$ cat config.mk
export PLATFORM = sky130hd
export DESIGN_NAME = hilo_unit
export DESIGN_NICKNAME = d
export VERILOG_FILES = /design/src/rtl/hilo_pkg.sv /design/src/rtl/hilo_unit_div_core.sv /design/src/rtl/hilo_unit.sv
export SDC_FILE = /design/constraint.sdc
export NUM_CORES = 1
export LEC_CHECK = 0
export CORE_MARGIN = 3
export CORE_UTILIZATION = 45
export CTS_CLUSTER_DIAMETER = 100
export DETAILED_ROUTE_END_ITERATION = 10
export MAX_ROUTING_LAYER = met4
export PLACE_DENSITY = 0.68
export RECOVER_POWER = 25
export SYNTH_ARGS = -nofsm -noshare
export SYNTH_HDL_FRONTEND = slang
export SYNTH_SLANG_ARGS = --single-unit
$ cat constraint.sdc
create_clock -name clk -period 3.76 [get_ports clk]
set_clock_uncertainty 0.15 [all_clocks]
set_input_delay 0.752 -clock clk [delete_from_list [all_inputs] [get_ports clk]]
set_output_delay 0.752 -clock clk [all_outputs]
set_load 0.005 [all_outputs]
$ cat src/rtl/hilo_pkg.sv
// Shared definitions for the HI/LO unit: op encodings, control states, divide iteration count.
package hilo_pkg;

  localparam int WIDTH_DEF = 32;
  localparam int DIV_ITER  = WIDTH_DEF;

  typedef logic [2:0] op_t;

  localparam op_t OP_NONE    = 3'b000;
  localparam op_t OP_MULT_WR = 3'b001;
  localparam op_t OP_DIV     = 3'b010;
  localparam op_t OP_DIVU    = 3'b011;
  localparam op_t OP_MTHI    = 3'b100;
  localparam op_t OP_MTLO    = 3'b101;

  typedef enum logic [1:0] {
    IDLE,
    DIV,
    FIX
  } state_e;

endpackage

$ cat src/rtl/hilo_unit_div_core.sv
// Unsigned restoring divider: one quotient bit per cycle, WIDTH cycles after start.
module div_core
  import hilo_pkg::*;
#(
  parameter int WIDTH = DIV_ITER
) (
  input  logic             clk,
  input  logic             rst_n,
  input  logic             start_i,
  input  logic             abort_i,
  input  logic [WIDTH-1:0] dividend_i,
  input  logic [WIDTH-1:0] divisor_i,
  output logic [WIDTH-1:0] quotient_o,
  output logic [WIDTH-1:0] remainder_o,
  output logic             done_o
);

  localparam int CW = $clog2(WIDTH);

  logic [WIDTH-1:0] quo_q, rem_q, den_q;
  logic [CW-1:0]    cnt_q;
  logic             run_q;
  logic [WIDTH:0]   shifted;
  logic             fits;

  // A zero divisor always "fits", leaving all-ones quotient and the dividend as remainder.
  always_comb begin
    shifted = {rem_q, quo_q[WIDTH-1]};
    fits    = (shifted >= {1'b0, den_q});
    done_o  = run_q && (cnt_q == CW'(WIDTH - 1));
  end

  assign quotient_o  = quo_q;
  assign remainder_o = rem_q;

  // NOTE: sequential state uses non-blocking assignments so every register samples pre-edge values.
  always_ff @(posedge clk or negedge rst_n) begin
    if (!rst_n) begin
      quo_q <= '0;
      rem_q <= '0;
      den_q <= '0;
      cnt_q <= '0;
      run_q <= 1'b0;
    end else if (start_i) begin
      quo_q <= dividend_i;
      rem_q <= '0;
      den_q <= divisor_i;
      cnt_q <= '0;
      run_q <= 1'b1;
    end else if (abort_i) begin
      run_q <= 1'b0;
    end else if (run_q) begin
      quo_q <= {quo_q[WIDTH-2:0], fits};
      rem_q <= fits ? WIDTH'(shifted - {1'b0, den_q}) : shifted[WIDTH-1:0];
      cnt_q <= cnt_q + 1'b1;
      if (done_o) run_q <= 1'b0;
    end
  end

endmodule

$ cat src/rtl/hilo_unit.sv
// MIPS HI/LO register unit: mult capture, mthi/mtlo, iterative div/divu with flush.
// Optional HILO_BYPASS_EN forwards mult_wr/mthi/mtlo write data to hi/lo in the request cycle.
module hilo_unit
  import hilo_pkg::*;
#(
  parameter int WIDTH = 32
) (
  input  logic               clk,
  input  logic               rst_n,
  input  logic               op_valid,
  input  logic [2:0]         op,
  input  logic [2*WIDTH-1:0] mult_in,
  input  logic [WIDTH-1:0]   op_a,
  input  logic [WIDTH-1:0]   op_b,
  input  logic               flush,
  output logic               busy,
  output logic               div_done,
  output logic               div_by_zero,
  output logic [WIDTH-1:0]   hi,
  output logic [WIDTH-1:0]   lo
);

  state_e           state_q;
  logic             busy_q, done_q, dbz_q;
  logic [WIDTH-1:0] hi_q, lo_q, a_raw_q;
  logic             neg_quo_q, neg_rem_q, dbz_lat_q;

  logic             accept, is_div, a_neg, b_neg, core_start, core_done;
  logic [WIDTH-1:0] a_mag, b_mag, core_quo, core_rem, fix_quo, fix_rem;

  // Requests are only taken in IDLE; busy mirrors that, so a held request waits.
  always_comb begin
    accept     = op_valid && (state_q == IDLE) && !flush;
    is_div     = (op == OP_DIV) || (op == OP_DIVU);
    a_neg      = (op == OP_DIV) && op_a[WIDTH-1];
    b_neg      = (op == OP_DIV) && op_b[WIDTH-1];
    a_mag      = a_neg ? -op_a : op_a;
    b_mag      = b_neg ? -op_b : op_b;
    core_start = accept && is_div;
    fix_quo    = neg_quo_q ? -core_quo : core_quo;
    fix_rem    = neg_rem_q ? -core_rem : core_rem;
  end

  div_core #(.WIDTH(WIDTH)) u_div_core (
    .clk         (clk),
    .rst_n       (rst_n),
    .start_i     (core_start),
    .abort_i     (flush),
    .dividend_i  (a_mag),
    .divisor_i   (b_mag),
    .quotient_o  (core_quo),
    .remainder_o (core_rem),
    .done_o      (core_done)
  );

  always_ff @(posedge clk or negedge rst_n) begin
    if (!rst_n) begin
      state_q   <= IDLE;
      busy_q    <= 1'b0;
      done_q    <= 1'b0;
      dbz_q     <= 1'b0;
      hi_q      <= '0;
      lo_q      <= '0;
      a_raw_q   <= '0;
      neg_quo_q <= 1'b0;
      neg_rem_q <= 1'b0;
      dbz_lat_q <= 1'b0;
    end else begin
      done_q <= 1'b0;
      dbz_q  <= 1'b0;
      case (state_q)
        IDLE: if (accept) begin
          case (op)
            OP_MULT_WR: begin
              hi_q <= mult_in[2*WIDTH-1:WIDTH];
              lo_q <= mult_in[WIDTH-1:0];
            end
            OP_MTHI: hi_q <= op_a;
            OP_MTLO: lo_q <= op_a;
            OP_DIV, OP_DIVU: begin
              a_raw_q   <= op_a;
              neg_quo_q <= a_neg ^ b_neg;
              neg_rem_q <= a_neg;
              dbz_lat_q <= (op_b == '0);
              state_q   <= DIV;
              busy_q    <= 1'b1;
            end
            default: ;
          endcase
        end
        DIV: begin
          if (flush) begin
            state_q <= IDLE;
            busy_q  <= 1'b0;
          end else if (core_done) begin
            state_q <= FIX;
          end
        end
        FIX: begin
          state_q <= IDLE;
          busy_q  <= 1'b0;
          if (!flush) begin
            lo_q   <= dbz_lat_q ? '1 : fix_quo;
            hi_q   <= dbz_lat_q ? a_raw_q : fix_rem;
            done_q <= 1'b1;
            dbz_q  <= dbz_lat_q;
          end
        end
        default: begin
          state_q <= IDLE;
          busy_q  <= 1'b0;
        end
      endcase
    end
  end

  assign busy        = busy_q;
  assign div_done    = done_q;
  assign div_by_zero = dbz_q;

`ifdef HILO_BYPASS_EN
  // NOTE: every always_comb output gets a default first so no path leaves it unassigned (no latch).
  always_comb begin
    hi = hi_q;
    lo = lo_q;
    if (accept) begin
      case (op)
        OP_MULT_WR: begin
          hi = mult_in[2*WIDTH-1:WIDTH];
          lo = mult_in[WIDTH-1:0];
        end
        OP_MTHI: hi = op_a;
        OP_MTLO: lo = op_a;
        default: ;
      endcase
    end
  end
`else
  assign hi = hi_q;
  assign lo = lo_q;
`endif

endmodule
=== Word level (Yosys, flattened, before mapping) ===
Index checks and enable logic that the tools add are counted.
Widths: inputs -> output; s select.

* Input port bits: 135
* Register bits after elaboration: 206

* Equality and inequality tests: 16
* $add $sub $neg: 6
* Muxes and demuxes: 41
* Bitwise operators: 1
* Reduce and logical (&&, ||, !) cells: 19
* Magnitude comparators: 1

{| class="wikitable"
|+ Operators by type and width
! kind !! number
|-
| $mux 32 || 17
|-
| $pmux 32 s2 || 4
|-
| $neg 32->32 || 4
|-
| $ge 33x32->1 || 1
|-
| $logic_not 32->1 || 1
|-
| $sub 32x32->32 || 1
|-
| $mux 5 || 3
|-
| $mux 1 || 11
|-
| $reduce_and 3->1 || 3
|-
| $mux 2 || 4
|-
| $reduce_and 4->1 || 2
|-
| $eq 3x2->1 const B || 2
|-
| $eq 3x3->1 const B || 2
|-
| $logic_and 1x1->1 || 6
|-
| $ne 2x2->1 const B || 3
|-
| $ne 3x1->1 const B || 2
|-
| $add 5x1->5 const B || 1
|-
| $eq 5x5->1 const B || 1
|-
| $ne 2x1->1 const B || 2
|-
| $pmux 2 s2 || 1
|-
| $reduce_bool 2->1 || 2
|-
| $eq 3x1->1 const B || 1
|-
| $ne 3x3->1 const B || 1
|-
| $eq 2x1->1 const B || 1
|-
| 8 further kinds || 8
|}

=== Depth between registers and ports, before layout ===
Gate-level depths: netlist (run 1).

* Depth in word-level cells: 6
* Mapped depth: 14
* Gate-level depth less buffers: 13

=== Hierarchy ===
A second synthesis (run 1) with hierarchy kept.

* Cells, all modules: 1793
* Area, all modules: 14440.1 um^2

{| class="wikitable"
|+ By module, submodules not included
! module !! cells each !! area an instance (um^2) !! times used !! sequential area each (um^2)
|-
| hilo_unit || 1048 || 8117.8 || 1 || 2602.5
|-
| div_core || 745 || 6322.3 || 1 || 2552.4
|}

=== Least setup slack after synthesis (run 1) ===
OpenSTA, ideal clock, no wires.

* Path kind: input port to flip-flop
* From: in op_a[2]
* To: reg u_div_core.quo_q[29], in the netlist u_div_core.quotient_o[29]
* Arrival: 3100 ps
* Slack: 369 ps
* Stages: 10
* Cell sequence: clkbuf_1 > or4_1 > nor4_1 > nand2_1 > or4_1 > nor3_2 > a31oi_1 > xor2_1 > nor2_1 > a31oi_1

* Cells in the longest elaborated chain, start to end: 3

{| class="wikitable"
|+ Ends and longest elaborated chain
! element !! line !! source
|-
| from (decl) || hilo_unit.sv:13 || <nowiki>input logic [WIDTH-1:0] op_a,</nowiki>
|-
| $neg 32->32 || hilo_unit.sv:37 || <nowiki>a_mag = a_neg ? -op_a : op_a;</nowiki>
|-
| $mux 32 || hilo_unit.sv:37 ||
|-
| $mux 32 || hilo_unit_div_core.sv:44 || <nowiki>end else if (start_i) begin</nowiki>
|-
| to (signal assigned) || hilo_unit_div_core.sv:45 || <nowiki>quo_q <= dividend_i;</nowiki>
|-
| to (signal assigned) || hilo_unit_div_core.sv:53 || <nowiki>quo_q <= {quo_q[WIDTH-2:0], fits};</nowiki>
|-
| to (decl) || hilo_unit_div_core.sv:20 || <nowiki>logic [WIDTH-1:0] quo_q, rem_q, den_q;</nowiki>
|}

Every way passes these cells.
A chain may end at the register's enable or synchronous reset.

=== Worst setup path in the final report (run 1) ===
* From: reg u_div_core.rem_q[6], in the netlist u_div_core.remainder_o[6]
* To: reg hi_q[26], in the netlist hi[26]

* Cells in the longest elaborated chain, start to end: 5

{| class="wikitable"
|+ Ends and longest elaborated chain
! element !! line !! source
|-
| from (decl) || hilo_unit_div_core.sv:20 ||
|-
| from (signal assigned) || hilo_unit_div_core.sv:54 || <nowiki>rem_q <= fits ? WIDTH'(shifted - {1'b0, den_q}) : shifted[WIDTH-1:0];</nowiki>
|-
| $neg 32->32 || hilo_unit.sv:41 || <nowiki>fix_rem = neg_rem_q ? -core_rem : core_rem;</nowiki>
|-
| $mux 32 || hilo_unit.sv:41 ||
|-
| $mux 32 || hilo_unit.sv:104 || <nowiki>hi_q <= dbz_lat_q ? a_raw_q : fix_rem;</nowiki>
|-
| $mux 32 || hilo_unit.sv:102 || <nowiki>if (!flush) begin</nowiki>
|-
| $pmux 32 s2 || hilo_unit.sv:71 || <nowiki>case (state_q)</nowiki>
|-
| to (signal assigned) || hilo_unit.sv:75 || <nowiki>hi_q <= mult_in[2*WIDTH-1:WIDTH];</nowiki>
|-
| to (signal assigned) || hilo_unit.sv:78 || <nowiki>OP_MTHI: hi_q <= op_a;</nowiki>
|-
| to (signal assigned) || hilo_unit.sv:104 ||
|-
| to (decl) || hilo_unit.sv:25 || <nowiki>logic [WIDTH-1:0] hi_q, lo_q, a_raw_q;</nowiki>
|}

Every way passes these cells. The select of a mux whose other input is x is not followed.

==> results of run 1 <==
==> registers in the layout (all words and copies together) (netlist names) <==
register / cells
lo: 32
div_by_zero: 1
dbz_lat_q: 1
state_q: 2
u_div_core.cnt_q: 5
a_raw_q: 32
u_div_core.quotient_o: 32
div_done: 1
u_div_core.run_q: 1
neg_quo_q: 1
hi: 32
u_div_core.remainder_o: 32
neg_rem_q: 1
u_div_core.den_q: 32
busy: 1
==> final cells by class <==
class	instances	area share, %
multi-input cells	1347	46.7
flip-flops and latches	206	28.8
repair buffers	305	15.9
clock buffers	36	4.05
well taps	396	2.76
inverters	52	1.09
clock inverters	9	0.719
diodes	2	0.0279
==> power by group through the flow <==
stage,clock [mW],combinational [mW],sequential [mW]
floorplan,0,3.48,3.27
global placement,0,5.35,3.39
detailed placement,0,5.39,3.41
CTS,2.57,5.42,3.37
global route,2.65,6.02,3.47
finish,2.52,5.43,3.38
==> metal layers <==
layer / vias to the layer above / share of wire (%)
li1: 6541 / -
met1: 6516 / 46
met2: 472 / 45
met3: 63 / 6.5
met4: 0 / 2.4
met5: - / 0
==> final timing paths <==
path,endpoint,cells past startpoint,slack [ns],startpoint
setup / recovery,hi[26]$_DFFE_PN0P_,8,0.30,u_div_core.remainder_o[6]$_DFFE_PN0P_
max in group asynchronous,hi[24]$_DFFE_PN0P_,2,0.60,rst_n
min in group asynchronous,hi[20]$_DFFE_PN0P_,1,1.20,rst_n
setup reg to reg,hi[26]$_DFFE_PN0P_,8,0.30,u_div_core.remainder_o[6]$_DFFE_PN0P_
hold / removal,u_div_core.den_q[18]$_DFFE_PN0P_,2,0.32,u_div_core.den_q[18]$_DFFE_PN0P_
hold reg to reg,u_div_core.den_q[18]$_DFFE_PN0P_,2,0.32,u_div_core.den_q[18]$_DFFE_PN0P_
==> cells by family after synthesis <==
kind of cell             Yosys count  share of synthesized area (%)
AO/OA/AOI/OAI                    516                           22.8
XOR/XNOR                         142                           8.82
adder cells (fa/ha/maj)           39                           3.51
buffers and inverters            168                           4.52
flip-flops                       206                           36.6
multiplexers                      75                           5.32
AND/OR/NAND/NOR                  575                           18.5
==> stage by stage <==
stage                     power [mW]  instance area (um^2)  worst slack [ns]  setup TNS, ns  util, %
final                           11.3                 17900             0.304              0     58.3
after detailed placement        8.80                 17100           -0.0720        -0.0805     55.5
after CTS                       11.4                 17900             0.309              0     58.3
after global placement          8.74                 17100           -0.0242        -0.0242     55.5
after global routing            12.1                 17900            0.0952              0     58.3
after floorplan                 6.75                 14100             0.369              0        -
==> critical path, delay by kind of cell, from the launching register on <==
kind,cells,cell delay [ns]
AND/OR/NAND/NOR,6,2.33
flip-flops,1,0.44
AO/OA/AOI/OAI,2,0.40
==> placed cells by master (no fill, tap or decap), types with 13 or more instances in the layout <==
cell type                         Yosys  routed
sky130_fd_sc_hd__nand2_1            271     271
sky130_fd_sc_hd__dfrtp_1            206     205
sky130_fd_sc_hd__clkdlybuf4s50_1      0     200
sky130_fd_sc_hd__o21ai_0            164     163
sky130_fd_sc_hd__a21oi_1            139     139
sky130_fd_sc_hd__nor2_1             135     133
sky130_fd_sc_hd__buf_4                0      99
sky130_fd_sc_hd__xor2_1              91      91
sky130_fd_sc_hd__mux2i_1             75      75
sky130_fd_sc_hd__inv_1               52      52
sky130_fd_sc_hd__xnor2_1             51      51
sky130_fd_sc_hd__a21o_1              42      42
sky130_fd_sc_hd__ha_1                38      38
sky130_fd_sc_hd__nor3_1              33      33
sky130_fd_sc_hd__a31oi_1             30      30
sky130_fd_sc_hd__o31ai_1             29      29
sky130_fd_sc_hd__a221oi_1            26      26
sky130_fd_sc_hd__clkbuf_16            0      25
sky130_fd_sc_hd__a211oi_1            22      22
sky130_fd_sc_hd__o41ai_1             17      17
sky130_fd_sc_hd__or4_1               14      14
sky130_fd_sc_hd__nand3_1             14      14
sky130_fd_sc_hd__nand2b_1            14      13
==> report_table.html, run 1 <==
<table>
<tr><th>Metric</th><th>Value</th></tr>
<tr><th colspan="2">Synthesis</th></tr>
<tr><td>Total of warnings raised by yosys</td><td>0</td></tr>
<tr><td>Most used standard cell by instance count after synthesis</td><td>sky130_fd_sc_hd__nand2_1</td></tr>
<tr><td>Avg Cell Area, Syn</td><td>8.19 um^2</td></tr>
<tr><td>FF+latch count, synth</td><td>206</td></tr>
<tr><td>Main area contributors after synthesis</td><td>sky130_fd_sc_hd__dfrtp_1 (37%), sky130_fd_sc_hd__nand2_1 (7.2%), sky130_fd_sc_hd__o21ai_0 (5.8%), sky130_fd_sc_hd__xor2_1 (5.7%), sky130_fd_sc_hd__mux2i_1 (5.3%)</td></tr>
<tr><td>Post-synth EDFFs</td><td>0</td></tr>
<tr><td>Gate Count Post-Synth</td><td>1721</td></tr>
<tr><td>Cell types with the highest counts after synthesis</td><td>sky130_fd_sc_hd__nand2_1 (271), sky130_fd_sc_hd__dfrtp_1 (206), sky130_fd_sc_hd__o21ai_0 (164)</td></tr>
<tr><td>Ys flop type</td><td>sky130_fd_sc_hd__dfrtp_1</td></tr>
<tr><td>Top cell type's share of synthesized area</td><td>36.6%</td></tr>
<tr><td>Total nets after synthesis</td><td>1895</td></tr>
<tr><td>Number of distinct library cell variants in the gate-level netlist after synthesis</td><td>66</td></tr>
<tr><td>Sequential cell area fraction in the yosys report</td><td>36.6%</td></tr>
<tr><td>Async set-reset flop share out of synthesis</td><td>100%</td></tr>
<tr><td>Summed instance area of the synthesized netlist</td><td>14100 um^2</td></tr>
<tr><td>Library cell occupying the most area in the post-synthesis netlist</td><td>sky130_fd_sc_hd__dfrtp_1</td></tr>
<tr><th colspan="2">STA</th></tr>
<tr><td>Fmax</td><td>289 MHz</td></tr>
<tr><td>Time the final worst path needs with I/O delays and setup</td><td>3.46 ns</td></tr>
<tr><td>Final Hold Violating Endpoints</td><td>0</td></tr>
<tr><td>Unrepaired setup endpoints after global routing</td><td>false</td></tr>
<tr><td>Final setup viols</td><td>0</td></tr>
<tr><td>Max-slew violations</td><td>58</td></tr>
<tr><td>Part of the cycle the worst path needs</td><td>91.9%</td></tr>
<tr><td>Worst-Margin Slew</td><td>2.88 ns</td></tr>
<tr><td>Slew HR</td><td>-92.1%</td></tr>
<tr><td>Tightest hold margin</td><td>0.323 ns</td></tr>
<tr><th colspan="2">Layout</th></tr>
<tr><td>Area occupied by registers</td><td>5160 um^2</td></tr>
<tr><td>Multi-input gate area in the final layout</td><td>8370 um^2</td></tr>
<tr><td>Area added between synthesis and finish</td><td>27.2%</td></tr>
<tr><td>FILL cells</td><td>2831</td></tr>
<tr><td>Layout cells sized above 1</td><td>8.80%</td></tr>
<tr><td>Layout Cells excl Fill</td><td>2353</td></tr>
<tr><td>Number of nets in the finished design</td><td>2111</td></tr>
<tr><th colspan="2">Power and ir drop</th></tr>
<tr><td>Portion of total power attributed to combinational logic</td><td>47.9%</td></tr>
<tr><td>Sw Ratio</td><td>40.0%</td></tr>
<tr><td>Power density over cell area</td><td>632 nW/um^2</td></tr>
<tr><td>Switching Power</td><td>4.54 mW</td></tr>
<tr><td>Static Leakage</td><td>7.92 nW</td></tr>
<tr><td>Peak ir drop on the vdd network</td><td>0.357 mV</td></tr>
<tr><td>Design internal power</td><td>6.79 mW</td></tr>
<tr><td>Proportion of power drawn by flip-flops and latches</td><td>29.9%</td></tr>
<tr><td>Part of the power in the clock network</td><td>22.2%</td></tr>
<tr><th colspan="2">Critical path</th></tr>
<tr><td>Classification of the worst setup path</td><td>reg -&gt; reg</td></tr>
<tr><td>Cell Chain, Critical Path</td><td>or4_1 &gt; or4_1 &gt; nor4_1 &gt; nand3_1 &gt; nor4_1 &gt; or3b_2 &gt; a21boi_0 &gt; o31a_1</td></tr>
<tr><td>Worst endpoint data arrival time</td><td>3.72 ns</td></tr>
<tr><td>Crit end category</td><td>register</td></tr>
<tr><td>Worst path max stage delay</td><td>0.61 ns</td></tr>
<tr><td>Critical-path maximum fanout</td><td>5</td></tr>
<tr><td>Setup crit start kind</td><td>register</td></tr>
<tr><td>CP required</td><td>4.02 ns</td></tr>
<tr><td>Highest-delay cell along the critical path</td><td>sky130_fd_sc_hd__or4_1</td></tr>
<tr><th colspan="2">Clocking</th></tr>
<tr><td>Maximum clock insertion buffer count</td><td>3</td></tr>
<tr><td>Buffer count from post-CTS setup fixing</td><td>0</td></tr>
<tr><td>Root Buffer Master</td><td>sky130_fd_sc_hd__clkbuf_16</td></tr>
<tr><td>H-tree depth</td><td>1</td></tr>
<tr><td>Number of buffers added by the clock tree synthesis step</td><td>25</td></tr>
<tr><td>Clock latency on the worst-skew pair</td><td>0.54 ns</td></tr>
<tr><td>Total clock sinks</td><td>206</td></tr>
<tr><td>Number of hold buffers added after CTS</td><td>0</td></tr>
<tr><td>CTS tree</td><td>yes</td></tr>
<tr><td>Quantity of gates resized following cts</td><td>0</td></tr>
<tr><td>Clock slew at reported path FFs</td><td>0.06 ns</td></tr>
<tr><th colspan="2">Global routing</th></tr>
<tr><td>Layer with the highest usage after global routing</td><td>met2</td></tr>
<tr><td>Total congestion overflow after global routing</td><td>0</td></tr>
<tr><td>Global-route track usage on met3</td><td>3.57%</td></tr>
<tr><td>Vias in the first global route</td><td>13200</td></tr>
<tr><td>Global-route wire length before repair</td><td>74400 um</td></tr>
<tr><td>Maximum number of pins on one net before global-route repair</td><td>68</td></tr>
<tr><td>Met2 usage</td><td>44.0%</td></tr>
<tr><td>Antenna violations before repair</td><td>1</td></tr>
<tr><td>Total global-route track usage</td><td>28.4%</td></tr>
<tr><td>Met1 global-route usage</td><td>39.9%</td></tr>
<tr><th colspan="2">Placement</th></tr>
<tr><td>Number of buffers inserted by port buffering</td><td>201</td></tr>
<tr><td>Total instance count after detailed placement</td><td>2306</td></tr>
<tr><td>GP Congestion</td><td>0.959</td></tr>
<tr><td>Post-DP HPWL</td><td>35300 um</td></tr>
<tr><th colspan="2">Run status</th></tr>
<tr><td>Failing checks</td><td>capacitance limit, slew limit</td></tr>
<tr><td>Status</td><td>finished with violations</td></tr>
<tr><th colspan="2">Run</th></tr>
<tr><td>Max-cap violations</td><td>1</td></tr>
<tr><th colspan="2">Detailed routing</th></tr>
<tr><td>Vias/cell</td><td>5.78</td></tr>
<tr><td>First-iteration detailed-routing DRC count</td><td>1103</td></tr>
<tr><td>Remaining design rule violation count</td><td>0</td></tr>
<tr><td>Total wirelength of the detailed-routed design</td><td>47000 um</td></tr>
<tr><td>First-pass iteration count of the detailed router</td><td>5</td></tr>
<tr><td>Via count</td><td>13600</td></tr>
<tr><td>Wire length per cell</td><td>20.0 um</td></tr>
<tr><td>Count of nets left with antenna violations after detail routing</td><td>0</td></tr>
<tr><th colspan="2">Floorplanning</th></tr>
<tr><td>Initial core utilization</td><td>45.8%</td></tr>
<tr><td>Num rows</td><td>64</td></tr>
<tr><td>Core Box Area</td><td>30700 um^2</td></tr>
<tr><td>Floorplan die area</td><td>33500 um^2</td></tr>
<tr><td>Number of top-level pins</td><td>202</td></tr>
<tr><td>Die boundary width</td><td>183 um</td></tr>
<tr><td>Die height</td><td>183 um</td></tr>
<tr><th colspan="2">Hold path</th></tr>
<tr><td>Kind of path behind the tightest hold check</td><td>reg -&gt; reg</td></tr>
</table>
(Power assumes the default switching activity.)
==> inputs of run 2 (changes only) <==
--- a/config.mk
+++ b/config.mk
@@ -8,6 +8,7 @@
 export CORE_MARGIN = 3
 export CORE_UTILIZATION = 45
 export CTS_CLUSTER_DIAMETER = 100
+export CTS_CLUSTER_SIZE = 10
 export DETAILED_ROUTE_END_ITERATION = 10
 export MAX_ROUTING_LAYER = met4
 export PLACE_DENSITY = 0.68
==> run 2 against run 1 <==
Net effect:
- the flow still finishes with violations (capacitance limit, slew limit)
- via count down 0.24%
- final area is 1.1% lower
- sequential power barely moved
- critical path depth did not move
- maximum frequency is 0.99% higher
- combinational power barely moved
- non-clock buffer count stayed put
- sequential share of layout area up 0.32 points
- first-iteration DRC count decreased by 3.4%
- die area stayed put
- register-to-register slack improved by 0.03 ns
- critical endpoint unchanged
- clock-buffer cell count decreased by 10
==> report_table.html, run 2 (same netlist as run 1, synthesis figures left out) <==
<table>
<tr><th>Metric</th><th>Value</th></tr>
<tr><th colspan="2">Run status</th></tr>
<tr><td>Status</td><td>finished with violations (unchanged)</td></tr>
<tr><td>Failing checks</td><td>capacitance limit, slew limit (unchanged)</td></tr>
<tr><th colspan="2">Detailed routing</th></tr>
<tr><td>Via count</td><td>13600 (about the same)</td></tr>
<tr><td>First-iteration detailed-routing DRC count</td><td>1066 (was 1103)</td></tr>
<tr><td>Remaining design rule violation count</td><td>0 (unchanged)</td></tr>
<tr><td>Wire length per cell</td><td>20.0 um (about the same)</td></tr>
<tr><td>Total wirelength of the detailed-routed design</td><td>46700 um (was 47000 um)</td></tr>
<tr><td>Vias/cell</td><td>5.81 (was 5.78)</td></tr>
<tr><td>Count of nets left with antenna violations after detail routing</td><td>0 (unchanged)</td></tr>
<tr><td>First-pass iteration count of the detailed router</td><td>5 (unchanged)</td></tr>
<tr><th colspan="2">STA</th></tr>
<tr><td>Final Hold Violating Endpoints</td><td>0 (unchanged)</td></tr>
<tr><td>Setup WS post-layout</td><td>0.338 ns (was 0.304 ns)</td></tr>
<tr><td>Part of the cycle the worst path needs</td><td>91.0% (was 91.9%)</td></tr>
<tr><td>Final setup viols</td><td>0 (unchanged)</td></tr>
<tr><td>Slew HR</td><td>-94.0% (was -92.1%)</td></tr>
<tr><td>Worst-Margin Slew</td><td>2.91 ns (was 2.88 ns)</td></tr>
<tr><td>Max-slew violations</td><td>58 (unchanged)</td></tr>
<tr><td>Setup total negative slack</td><td>0 ns (unchanged)</td></tr>
<tr><td>Time the final worst path needs with I/O delays and setup</td><td>3.42 ns (was 3.46 ns)</td></tr>
<tr><td>Unrepaired setup endpoints after global routing</td><td>false (unchanged)</td></tr>
<tr><td>Fmax</td><td>292 MHz (was 289 MHz)</td></tr>
<tr><th colspan="2">Critical path</th></tr>
<tr><td>Critical-path maximum fanout</td><td>5 (unchanged)</td></tr>
<tr><td>Worst endpoint data arrival time</td><td>3.67 ns (was 3.72 ns)</td></tr>
<tr><td>Classification of the worst setup path</td><td>reg -&gt; reg (unchanged)</td></tr>
<tr><td>Cell family with the largest share of critical-path delay</td><td>simple AND/OR/NAND/NOR gates (unchanged)</td></tr>
<tr><td>Crit end category</td><td>register (unchanged)</td></tr>
<tr><td>Buffers plus inverters on the worst setup path</td><td>0 (unchanged)</td></tr>
<tr><td>Highest-delay cell along the critical path</td><td>sky130_fd_sc_hd__or4_1 (unchanged)</td></tr>
<tr><td>Worst path max stage delay</td><td>0.61 ns (about the same)</td></tr>
<tr><td>Setup crit start kind</td><td>register (unchanged)</td></tr>
<tr><td>CP required</td><td>4.01 ns (was 4.02 ns)</td></tr>
<tr><td>Cell Chain, Critical Path</td><td>or4_1 &gt; or4_1 &gt; nor4_1 &gt; nand3_1 &gt; nor4_1 &gt; or3b_2 &gt; a21boi_0 &gt; o31a_1 (unchanged)</td></tr>
<tr><th colspan="2">Clocking</th></tr>
<tr><td>Quantity of gates resized following cts</td><td>0 (unchanged)</td></tr>
<tr><td>Total clock sinks</td><td>206 (unchanged)</td></tr>
<tr><td>Clock latency on the worst-skew pair</td><td>0.52 ns (was 0.54 ns)</td></tr>
<tr><td>Number of buffers added by the clock tree synthesis step</td><td>24 (was 25)</td></tr>
<tr><td>Maximum clock insertion buffer count</td><td>3 (unchanged)</td></tr>
<tr><td>CTS tree</td><td>yes (unchanged)</td></tr>
<tr><td>Number of hold buffers added after CTS</td><td>0 (unchanged)</td></tr>
<tr><td>H-tree depth</td><td>1 (unchanged)</td></tr>
<tr><td>Root Buffer Master</td><td>sky130_fd_sc_hd__clkbuf_16 (unchanged)</td></tr>
<tr><td>Buffer count from post-CTS setup fixing</td><td>0 (unchanged)</td></tr>
<tr><td>Clock slew at reported path FFs</td><td>0.06 ns (about the same)</td></tr>
<tr><th colspan="2">Floorplanning</th></tr>
<tr><td>Initial core utilization</td><td>45.8% (unchanged)</td></tr>
<tr><td>Floorplan die area</td><td>33500 um^2 (unchanged)</td></tr>
<tr><td>Die height</td><td>183 um (unchanged)</td></tr>
<tr><td>Num rows</td><td>64 (unchanged)</td></tr>
<tr><td>Number of top-level pins</td><td>202 (unchanged)</td></tr>
<tr><td>Core Box Area</td><td>30700 um^2 (unchanged)</td></tr>
<tr><td>Die boundary width</td><td>183 um (unchanged)</td></tr>
<tr><th colspan="2">Placement</th></tr>
<tr><td>Number of buffers inserted by port buffering</td><td>201 (unchanged)</td></tr>
<tr><td>GP Congestion</td><td>0.959 (unchanged)</td></tr>
<tr><td>Post-DP HPWL</td><td>35300 um (unchanged)</td></tr>
<tr><td>Worst-case setup slack after placement</td><td>-0.0720 ns (unchanged)</td></tr>
<tr><th colspan="2">Layout</th></tr>
<tr><td>FILL cells</td><td>2830 (was 2831)</td></tr>
<tr><td>Area occupied by registers</td><td>5160 um^2 (unchanged)</td></tr>
<tr><td>Most common library cell in the layout ignoring fill and taps</td><td>sky130_fd_sc_hd__nand2_1 (unchanged)</td></tr>
<tr><td>Top library cells by usage in the layout, fill and taps aside</td><td>sky130_fd_sc_hd__nand2_1 (271), sky130_fd_sc_hd__dfrtp_1 (205), sky130_fd_sc_hd__clkdlybuf4s50_1 (200) (unchanged)</td></tr>
<tr><td>Area added between synthesis and finish</td><td>25.8% (was 27.2%)</td></tr>
<tr><td>Fin util</td><td>57.7% (was 58.3%)</td></tr>
<tr><td>Number of nets in the finished design</td><td>2110 (was 2111)</td></tr>
<tr><td>Layout cells sized above 1</td><td>8.16% (was 8.80%)</td></tr>
<tr><td>Multi-input gate area in the final layout</td><td>8370 um^2 (unchanged)</td></tr>
<tr><th colspan="2">Hold path</th></tr>
<tr><td>Kind of path behind the tightest hold check</td><td>reg -&gt; reg (unchanged)</td></tr>
<tr><th colspan="2">Power and ir drop</th></tr>
<tr><td>Power density over cell area</td><td>616 nW/um^2 (was 632 nW/um^2)</td></tr>
<tr><td>Peak ir drop on the vdd network</td><td>0.345 mV (was 0.357 mV)</td></tr>
<tr><td>Post-layout total power</td><td>10.9 mW (was 11.3 mW)</td></tr>
<tr><td>Static Leakage</td><td>7.82 nW (was 7.92 nW)</td></tr>
<tr><th colspan="2">Run</th></tr>
<tr><td>Max-cap violations</td><td>1 (unchanged)</td></tr>
<tr><th colspan="2">Global routing</th></tr>
<tr><td>Vias in the first global route</td><td>13100 (was 13200)</td></tr>
<tr><td>Total congestion overflow after global routing</td><td>0 (unchanged)</td></tr>
<tr><td>Total global-route track usage</td><td>28.2% (was 28.4%)</td></tr>
<tr><td>Global-route wire length before repair</td><td>73800 um (was 74400 um)</td></tr>
<tr><td>Antenna violations before repair</td><td>1 (unchanged)</td></tr>
<tr><td>Maximum number of pins on one net before global-route repair</td><td>68 (unchanged)</td></tr>
</table>
[run 2: power by group]
group | internal, mW | switching, mW | total [mW]
logic | 2.47 | 2.95 | 5.43
registers | 2.78 | 0.604 | 3.38
clock network | 1.23 | 0.881 | 2.11
total | 6.48 | 4.44 | 10.9
[run 2: tightest hold or removal path, stage by stage (launching register included)]
cell	delay [ns]
sky130_fd_sc_hd__dfrtp_1	0.33
sky130_fd_sc_hd__nand2_1	0.05
sky130_fd_sc_hd__o21ai_0	0.06
[run 2: worst paths after layout]
check / slack [ns] / cells past startpoint / end / from
max: 0.34 / 8 / hi[26]$_DFFE_PN0P_ / u_div_core.remainder_o[6]$_DFFE_PN0P_
max in group asynchronous: 0.56 / 2 / lo[11]$_DFFE_PN0P_ / rst_n
min in group asynchronous: 1.23 / 1 / hi[20]$_DFFE_PN0P_ / rst_n
max reg2reg: 0.34 / 8 / hi[26]$_DFFE_PN0P_ / u_div_core.remainder_o[6]$_DFFE_PN0P_
min reg2reg: 0.32 / 2 / u_div_core.den_q[18]$_DFFE_PN0P_ / u_div_core.den_q[18]$_DFFE_PN0P_
min: 0.32 / 2 / u_div_core.den_q[18]$_DFFE_PN0P_ / u_div_core.den_q[18]$_DFFE_PN0P_
[run 2: stage by stage]
stage	area, um^2	hold WS [ns]	instances
after floorplan	14100	0.296	1721
after global placement	17100	0.307	2306
after detailed placement	17100	0.313	2306
after CTS	17700	0.0666	2333
after global routing	17700	0.347	2334
final	17700	0.323	2334
[run 2: metal layers]
metal | part of all wire (%) | vias up | track usage (%)
met3 | 6.5 | 76 | 4.07
met2 | 44 | 478 | 42.8
met4 | 3.3 | 0 | 8.38
met1 | 46 | 6485 | 39.6
met5 | 0 | - | -
li1 | - | 6521 | -
[run 2: layout make-up]
class,count,share of cell area (%)
clock inverters,1,0.169
flip-flops and latches,206,29.1
well taps,396,2.79
clock buffers,26,3.55
multi-input cells,1347,47.2
diodes,1,0.0141
repair buffers,305,16.1
inverters,52,1.10
==> inputs of run 3 (changes only) <==
--- a/config.mk
+++ b/config.mk
@@ -13,6 +13,7 @@
 export MAX_ROUTING_LAYER = met4
 export PLACE_DENSITY = 0.68
 export RECOVER_POWER = 25
+export SKIP_CTS_REPAIR_TIMING = 1
 export SYNTH_ARGS = -nofsm -noshare
 export SYNTH_HDL_FRONTEND = slang
 export SYNTH_SLANG_ARGS = --single-unit
==> results of run 3 <==
Final layout, timing and power as in run 2 (identical DEF).
